### src/rtl/data_transmission_channel.sv
//------------------------------------------------------------------------------
// Module   : data_transmission_channel
// Purpose  : Parity-protected link model: TX parity + fault-injecting channel
//            register, then RX parity check. Optional macro
//            DATA_TRANSMISSION_CHANNEL_ERR_COUNT_EN adds a saturating
//            error_count output.
// Revision : 1.0 - initial release
//------------------------------------------------------------------------------
`default_nettype none

module data_transmission_channel #(
   parameter int DATA_WIDTH = 8,
   parameter bit ODD_PARITY = 1'b0
) (
   input  logic                  clk,
   input  logic                  rst,
   input  logic [DATA_WIDTH-1:0] data_in,
   input  logic                  inject_error,
   output logic [DATA_WIDTH-1:0] received_data,
   output logic                  error_detected
`ifdef DATA_TRANSMISSION_CHANNEL_ERR_COUNT_EN
   ,
   output logic [7:0]            error_count
`endif
);

   localparam int c_FRAME_W = DATA_WIDTH + 1;
   localparam int c_POS_W   = $clog2(c_FRAME_W);
   localparam logic [c_POS_W-1:0] c_POS_MAX = c_POS_W'(DATA_WIDTH);

   // Reset frame carries the parity bit that makes an all-zero payload consistent.
   localparam logic [c_FRAME_W-1:0] c_FRAME_RST = {ODD_PARITY, {DATA_WIDTH{1'b0}}};

   logic [c_FRAME_W-1:0]  r_frame;
   logic [c_POS_W-1:0]    r_err_pos;
   logic [DATA_WIDTH-1:0] r_received_data;
   logic                  r_error_detected;

   logic                  w_parity;
   logic [c_FRAME_W-1:0]  w_mask;

   always_comb begin
      w_parity = (^data_in) ^ ODD_PARITY;
      w_mask   = '0;
      if (inject_error) begin
         w_mask = c_FRAME_W'(1) << r_err_pos;
      end
   end

   always_ff @(posedge clk or negedge rst) begin
      if (!rst) begin
         r_frame   <= c_FRAME_RST;
         r_err_pos <= '0;
      end else begin
         r_frame <= {w_parity, data_in} ^ w_mask;
         if (inject_error) begin
            r_err_pos <= (r_err_pos == c_POS_MAX) ? '0 : r_err_pos + c_POS_W'(1);
         end
      end
   end

   always_ff @(posedge clk or negedge rst) begin
      if (!rst) begin
         r_received_data  <= '0;
         r_error_detected <= 1'b0;
      end else begin
         r_received_data  <= r_frame[DATA_WIDTH-1:0];
         r_error_detected <= (^r_frame) ^ ODD_PARITY;
      end
   end

   assign received_data  = r_received_data;
   assign error_detected = r_error_detected;

`ifdef DATA_TRANSMISSION_CHANNEL_ERR_COUNT_EN
   logic [7:0] r_error_count;

   // Counts flagged output cycles, one edge behind the flag itself.
   always_ff @(posedge clk or negedge rst) begin
      if (!rst) begin
         r_error_count <= 8'd0;
      end else if (r_error_detected && (r_error_count != 8'hFF)) begin
         r_error_count <= r_error_count + 8'd1;
      end
   end

   assign error_count = r_error_count;
`endif

endmodule

`default_nettype wire

### config.mk
export PLATFORM = sky130hd
export DESIGN_NAME = data_transmission_channel
export DESIGN_NICKNAME = d
export VERILOG_FILES = /design/src/rtl/data_transmission_channel.sv
export SDC_FILE = /design/constraint.sdc
export NUM_CORES = 1
export LEC_CHECK = 0
export CELL_PAD_IN_SITES_DETAIL_PLACEMENT = 1
export CELL_PAD_IN_SITES_GLOBAL_PLACEMENT = 2
export CORE_UTILIZATION = 36
export CTS_BUF_LIST = sky130_fd_sc_hd__clkbuf_4 sky130_fd_sc_hd__clkbuf_8
export CTS_CLUSTER_SIZE = 20
export DETAILED_ROUTE_END_ITERATION = 10
export PLACE_DENSITY_LB_ADDON = 0.12
export RECOVER_POWER = 25
export SETUP_SLACK_MARGIN = 0.02
export SYNTH_ARGS = -nofsm -noshare
export SYNTH_HDL_FRONTEND = slang
export SYNTH_SLANG_ARGS = --single-unit
### constraint.sdc
create_clock -name clk -period 3.5 [get_ports clk]
set_clock_uncertainty 0.05 [all_clocks]
set_input_delay 0.7 -clock clk [delete_from_list [all_inputs] [get_ports clk]]
set_output_delay 0.7 -clock clk [all_outputs]
set_load 0.02 [all_outputs]
-- Word level (Yosys, flattened, before mapping)
Cells that the tools add are included.
- bits in registers: 22
- input bits: 11
- add/subtract/negate cells: 1
- equal/unequal tests: 1
- shift operators: 1
- mux-type cells: 2
- bitwise operators: 1
- reduce and logical (&&, ||, !) cells: 2
- operator list (operator ; number):
    2-to-1 mux 9 bit ; 1
    parity 9 bit ; 1
    << shifter 1 x 4 -> 9 bit, first input constant ; 1
    bitwise XOR 9 bit ; 1
    parity 8 bit ; 1
    adder 4 x 1 -> 4 bit, second input constant ; 1
    equality test 4 bit, second input constant ; 1
    2-to-1 mux 4 bit ; 1

-- Logic depth before layout (Yosys ltp)
Gate-level depths: netlist of run 1.
- depth after elaboration: 3
- depth in mapped cells: 5
- gate-level depth less buffers: 5

-- Least setup slack after synthesis of run 1
Ideal clock, no wire load.
- path kind: input-to-reg
- start: input port data_in[7]
- end: register r_frame[8]
- arrival: 1.369 ns
- data required time: 3.316 ns
- slack: 1.947 ns
- stages on the path: 3
- path buffers: 0
- cells stage by stage: xnor2_1 -> xnor2_1 -> xnor3_1
- cells in the longest elaborated chain, start to end: 2
- ends and longest elaborated chain (element ; line ; text):
    start, declared ; 17 ; input logic [DATA_WIDTH-1:0] data_in,
    parity 8 bit ; 43 ; w_parity = (^data_in) ^ ODD_PARITY;
    bitwise XOR 9 bit ; 55 ; r_frame <= {w_parity, data_in} ^ w_mask;
    end signal, assigned ; 52 ; r_frame <= c_FRAME_RST;
    end signal, assigned ; 55 ;
    end, declared ; 34 ; logic [c_FRAME_W-1:0] r_frame;
No other way between the ends.
A chain may end at the register's enable or synchronous reset.

-- Worst setup path in the final report of run 1
- start: register r_error_detected, in the netlist error_detected
- end: output port error_detected
- RTL lines (element ; line ; text):
    start, declared ; 37 ; logic r_error_detected;
    start signal, assigned ; 68 ; r_error_detected <= (^r_frame) ^ ODD_PARITY;
    end, declared ; 20 ; output logic error_detected
No word-level cell between the ends.

==> metrics.yaml, run 1 <==
status: "finished clean"
worst-endpoint-required_ps: 2750
path_delay_family: "buffers and inverters"
cts_hold_buf: 0
num_rows: 18
numClockSinks: 22
cp_cell_sequence: "clkdlybuf4s50_1"
ant_nets: 0
syn_nets: 96
reg2reg_from: "r_err_pos[0]$_DFFE_PN0P_"
first_pass_iters: 2
setup_viol: 0
clk_pin_slew_worst_paths_ps: 130
rsz0062_at_grt: "no"
cts_tree: "done"
die_w_um: 54.5
hpwl_mm: 1.36
grt_pass1_wl_mm: 2.96
netlist_instances: 79
routed_wl_mm: 1.77
clockBufferDepth: 2
cp_data_arrival_time_ps: 1250
path_max_fanout: 1
hold_path_startpoint: "r_frame[5]$_DFF_PN0_"
avgViaCountPerCell: 4.69
hold_viol_final: 0
die_y_um: 54.5
crit_path_start: "error_detected$_DFF_PN0_"
drt_iter0_markers: 1
yosysUniqueCellTypes: 15
syn_area_um2: 991
vias: 615
worst_setup_path_start_kind: "flip-flop"
area_growth_pct: 26.1
place_congestion: 0.716
period_share: 0.572
grt_overflow: 0
hold_class: "flip-flop to flip-flop"
fin_nets: 119
worst_pin_slew_ps: 980
io_pins: 20
initial_utilization: 0.389
port_buffers: 19
grt_util_all_layers: 0.148
drc_errors: 0
nFillCells: 275
avgRoutedWirePerCell_um: 13.5
layout_commonest_cell: "dfrtp_1"
cts_buffers: 3
postSynthAreaPerCell_um2: 12.5
grt_pass1_vias: 655
register_area_um2: 551
multi_input_area_um2: 424
final_util: 0.491
setup_tns_ps: 0
leakage_nw: 0.548
layout_common_cells: "dfrtp_1 (22), clkdlybuf4s50_1 (18), xnor2_1 (17)"
cp_slowest_cell: "clkdlybuf4s50_1"
antenna_found_initial: 0
crit_type: "flip-flop to primary output"
yosysWarnings: 0
finalCriticalPeriod_ps: 2000
critPathMaxStageDelay_ps: 590
root_buffer: "clkbuf_4"
endpoint_kind: "primary output"
n_antenna_cell: 0
yosys-top-cells-area: "dfrtp_1 (56%), xnor2_1 (15%), ha_1 (7.6%), xnor3_1 (4.5%), nand2_1 (3.0%)"
fmax_mhz: 499
maxCapViolCount: 0
synth_seq_cells: 22
relSlewSlack: 0.344
layout-drive-gt1-share: 0.0396
postCtsSetupRepairBufs: 0
drv_slew: 0
htreeDepth: 1
clk_latency_ps: 310
ys_seq_area_frac: 0.556
synth_top_area_cell: "dfrtp_1"
grt_max_degree: 23
ctsResizeCount: 0
synth.top_cell.area_share: 0.556
hold_ws_ps: 365
core_mm2: 0.00254
powerDensity_mw_per_mm2: 647
ir_drop_mv: 0.351
die_area_mm2: 0.00297
cp.buffers_inverters: 1
-- flip-flops by register name, summed over array words and instances (netlist names) --
name	cells
r_err_pos	4
error_detected	1
received_data	8
r_frame	9
-- routing by layer --
metal	routed length (um)	vias to the layer above	share of wire	global-route usage
met2	904	10	0.51	0.260
met1	798	303	0.45	0.169
met4	19	0	0.011	0.0641
met5	0	-	0	0
li1	-	300	-	-
met3	49	2	0.028	0.0333
-- cells in the mapped netlist --
cell type  count
buf_2          1
xor2_1         3
nand4_1        1
a21oi_1        2
nand3_1        4
ha_1           6
inv_1          3
xnor2_1       17
dfrtp_1       22
nor3_1         2
nand2_1        8
xnor3_1        2
mux2i_1        2
nor2b_1        2
o21ai_0        4
-- where the power goes --
part | leakage (nW) | switching [mW] | total, mW | internal, mW
clock network | 0.0210 | 0.0775 | 0.141 | 0.0634
registers | 0.256 | 0.0554 | 0.371 | 0.316
logic | 0.270 | 0.138 | 0.297 | 0.159
-- cell type report --
class	count	share of cell area
clock buffer	4	0.0290
inverter	3	0.00901
multi-input combinational	53	0.339
sequential	22	0.440
tap	30	0.0300
timing repair buffer	19	0.152
-- kinds of logic (layout without fill, tap and decap cells) --
group / count (synthesis) / after routing / synth area share
AOI/OAI and AO/OA: 6 / 6 / 0.0303
and+or+nand+nor: 17 / 17 / 0.0795
muxes: 2 / 2 / 0.0202
xor gates and xnor gates: 22 / 22 / 0.222
adders and majority gates: 6 / 6 / 0.0758
buffers and inverters: 4 / 26 / 0.0164
DFF: 22 / 22 / 0.556
-- per-stage QoR --
step | instance area [um2] | cells | power (mW) | setup WS (ps)
after detailed placement | 1210 | 127 | 0.681 | 1270
final | 1250 | 131 | 0.809 | 1500
after global placement | 1210 | 127 | 0.672 | 1330
after floorplan | 991 | 79 | 0.569 | 1950
after CTS | 1250 | 131 | 0.822 | 1480
after global routing | 1250 | 131 | 0.874 | 1420
-- path summary, 6_finish.rpt --
kind	to	slack (ps)	depth (start not counted)
setup / recovery	error_detected	1500	1
setup reg to reg	r_frame[8]$_DFF_PN0_	2000	4
min in group asynchronous	r_frame[3]$_DFF_PN0_	870	1
max in group asynchronous	r_err_pos[2]$_DFFE_PN0P_	1930	1
hold reg to reg	received_data[5]$_DFF_PN0_	370	0
hold / removal	received_data[5]$_DFF_PN0_	370	0
-- worst reg2reg max path: cells and delay by family (launching register included) --
| family | cells | cell delay [ps] |
|---|---|---|
| and+or+nand+nor | 1 | 160 |
| adders and majority gates | 1 | 270 |
| xor gates and xnor gates | 1 | 360 |
| DFF | 1 | 440 |
| buffers and inverters | 1 | 140 |
Note: power is estimated with default switching activity, not from simulation.
==> run 2: changes to the inputs <==
--- a/config.mk
+++ b/config.mk
@@ -7,7 +7,7 @@
 export LEC_CHECK = 0
 export CELL_PAD_IN_SITES_DETAIL_PLACEMENT = 1
 export CELL_PAD_IN_SITES_GLOBAL_PLACEMENT = 2
-export CORE_UTILIZATION = 36
+export CORE_UTILIZATION = 31
 export CTS_BUF_LIST = sky130_fd_sc_hd__clkbuf_4 sky130_fd_sc_hd__clkbuf_8
 export CTS_CLUSTER_SIZE = 20
 export DETAILED_ROUTE_END_ITERATION = 10
==> constraint.sdc (replaced) <==
create_clock -name clk -period 1.8 [get_ports clk]
set_clock_uncertainty 0.05 [all_clocks]
set_input_delay 0.36 -clock clk [delete_from_list [all_inputs] [get_ports clk]]
set_output_delay 0.36 -clock clk [all_outputs]
set_load 0.02 [all_outputs]
==> run 2 against run 1 <==
Global-route usage shrank 2.8 points; count of clock-buffer cells in the layout is the same; flip-flop and latch count is the same; final area grew 3.6%; sequential share of layout area shrank 1.5 points; critical path type unchanged; largest power group unchanged.
==> metrics.yaml, run 2 (synthesized netlist as in run 1, its figures left out) <==
clk_pin_slew_worst_paths_ps: 120  # about the same
met3_usage: 0.0264  # -0.00696
n_antenna_cell: 0  # unchanged
drv_slew: 0  # unchanged
port_buffers: 19  # unchanged
die_w_um: 58.5  # +7.5%
vias: 630  # +2.4%
postCtsSetupRepairBufs: 0  # unchanged
grt_pass1_wl_mm: 3.00  # +1.4%
hold_path_startpoint: "r_frame[2]$_DFF_PN0_"
first_pass_iters: 2  # unchanged
layout_common_cells: "dfrtp_1 (22), clkdlybuf4s50_1 (18), xnor2_1 (17)"
cp_data_arrival_time_ps: 1240  # about the same
endpoint_kind: "primary output"
status: "finished clean"
finalCriticalPeriod_ps: 1650
grt_max_degree: 23  # unchanged
reg2reg_from: "r_err_pos[0]$_DFFE_PN0P_"
ir_drop_mv: 0.384  # +9.2%
nFillCells: 341  # +24%
die_area_mm2: 0.00343  # +16%
leakage_nw: 0.566  # +3.4%
multi_input_area_um2: 424  # unchanged
worst-endpoint-required_ps: 1390  # -1360 ps
rsz0062_at_grt: "no"
hold_class: "flip-flop to flip-flop"
avgRoutedWirePerCell_um: 12.2  # -9.9%
register_area_um2: 551  # unchanged
area_growth_pct: 30.7
clockBufferDepth: 2  # unchanged
fmax_mhz: 606
grt-busiest-layer: "met2"
numClockSinks: 22  # unchanged
place_congestion: 0.808  # +13%
cp_slowest_cell: "clkdlybuf4s50_1"
powerDensity_mw_per_mm2: 1210  # +88%
htreeDepth: 1  # unchanged
path_delay_family: "buffers and inverters"
die_y_um: 58.5  # +7.5%
setup_tns_ps: 0  # unchanged
grt_overflow: 0  # unchanged
finalNonFillerCells: 149  # +14%
fin_nets: 123  # +3.4%
relSlewSlack: 0.644  # +0.299
cts_buffers: 3  # unchanged
avgViaCountPerCell: 4.23  # -9.9%
hold_viol_final: 0  # unchanged
grt_pass1_vias: 660  # +0.76%
cts_hold_buf: 0  # unchanged
dp_cells: 145  # +14%
grtUsageMet2: 0.217  # -0.0434
core_mm2: 0.00305  # +20%
antenna_found_initial: 0  # unchanged
worst_setup_path_start_kind: "flip-flop"
largest_reg_flops: 9  # unchanged
cp_cell_sequence: "clkdlybuf4s50_1"
cp.buffers_inverters: 1  # unchanged
met1_usage: 0.141  # -0.0284
layout-drive-gt1-share: 0.0762  # +0.0366
grt_util_all_layers: 0.120  # -0.0276
critPathMaxStageDelay_ps: 590  # about the same
initial_utilization: 0.325  # -0.0648
worst_pin_slew_ps: 534  # -446 ps
routed_wl_mm: 1.81  # +2.4%
maxCapViolCount: 0  # unchanged
ctsResizeCount: 0  # unchanged
drt_iter0_markers: 7  # +6
layout_commonest_cell: "dfrtp_1"
path_max_fanout: 1  # unchanged
drc_errors: 0  # unchanged
crit_path_start: "received_data[7]$_DFF_PN0_"
power_mw: 1.57  # +94%
final_util: 0.424  # -0.0670
num_rows: 20  # +2
clk_latency_ps: 300  # about the same
period_share: 0.916
ant_nets: 0  # unchanged
crit_type: "flip-flop to primary output"
hpwl_mm: 1.44  # +6.0%
io_pins: 20  # unchanged
cts_tree: "done"
root_buffer: "clkbuf_4"
top_register: "r_frame"
setup_viol: 0  # unchanged
[run 2: changes by cell type in the layout (fill, tap and decap cells not counted), sizes merged]
| cell | change |
|---|---|
| clkbuf | +1 |
| buf | +3 |
[run 2: power by group]
group	switching, mW	internal [mW]
sequential	0.104	0.614
combinational	0.272	0.314
clock	0.145	0.123
[run 2: worst paths after layout]
| path | cells after the start | slack (ps) | to |
|---|---|---|---|
| worst min-delay path | 0 | 360 | received_data[2]$_DFF_PN0_ |
| worst min register to register | 0 | 360 | received_data[2]$_DFF_PN0_ |
| worst max register to register | 4 | 260 | r_frame[8]$_DFF_PN0_ |
| min in group asynchronous | 2 | 510 | received_data[7]$_DFF_PN0_ |
| max in group asynchronous | 2 | 830 | r_err_pos[1]$_DFFE_PN0P_ |
| worst max-delay path | 1 | 150 | received_data[7] |
[run 2: per-stage QoR]
| stage | instance area (um2) | setup slack, ps | hold WS, ps |
|---|---|---|---|
| 2_1_floorplan | 991 | 462 | 14.4 |
| 3_3_place_gp | 1260 | -26.2 | 325 |
| 3_5_place_dp | 1260 | -68.7 | 331 |
| 4_1_cts | 1300 | 129 | 358 |
| 5_1_grt | 1290 | 99.9 | 364 |
| 6_report | 1290 | 151 | 356 |
[run 2: layer usage]
metal	routed length (um)	part of all wire
met5	0	0
met4	18	0.0099
met3	48	0.026
met2	997	0.55
met1	750	0.41
[run 2: layout make-up]
class                           count  share of cell area
Timing Repair Buffer               23               0.168
Clock buffer                        4              0.0280
Multi-Input combinational cell     53               0.328
Sequential cell                    22               0.425
Inverter                            3             0.00870
Tap cell                           44              0.0425
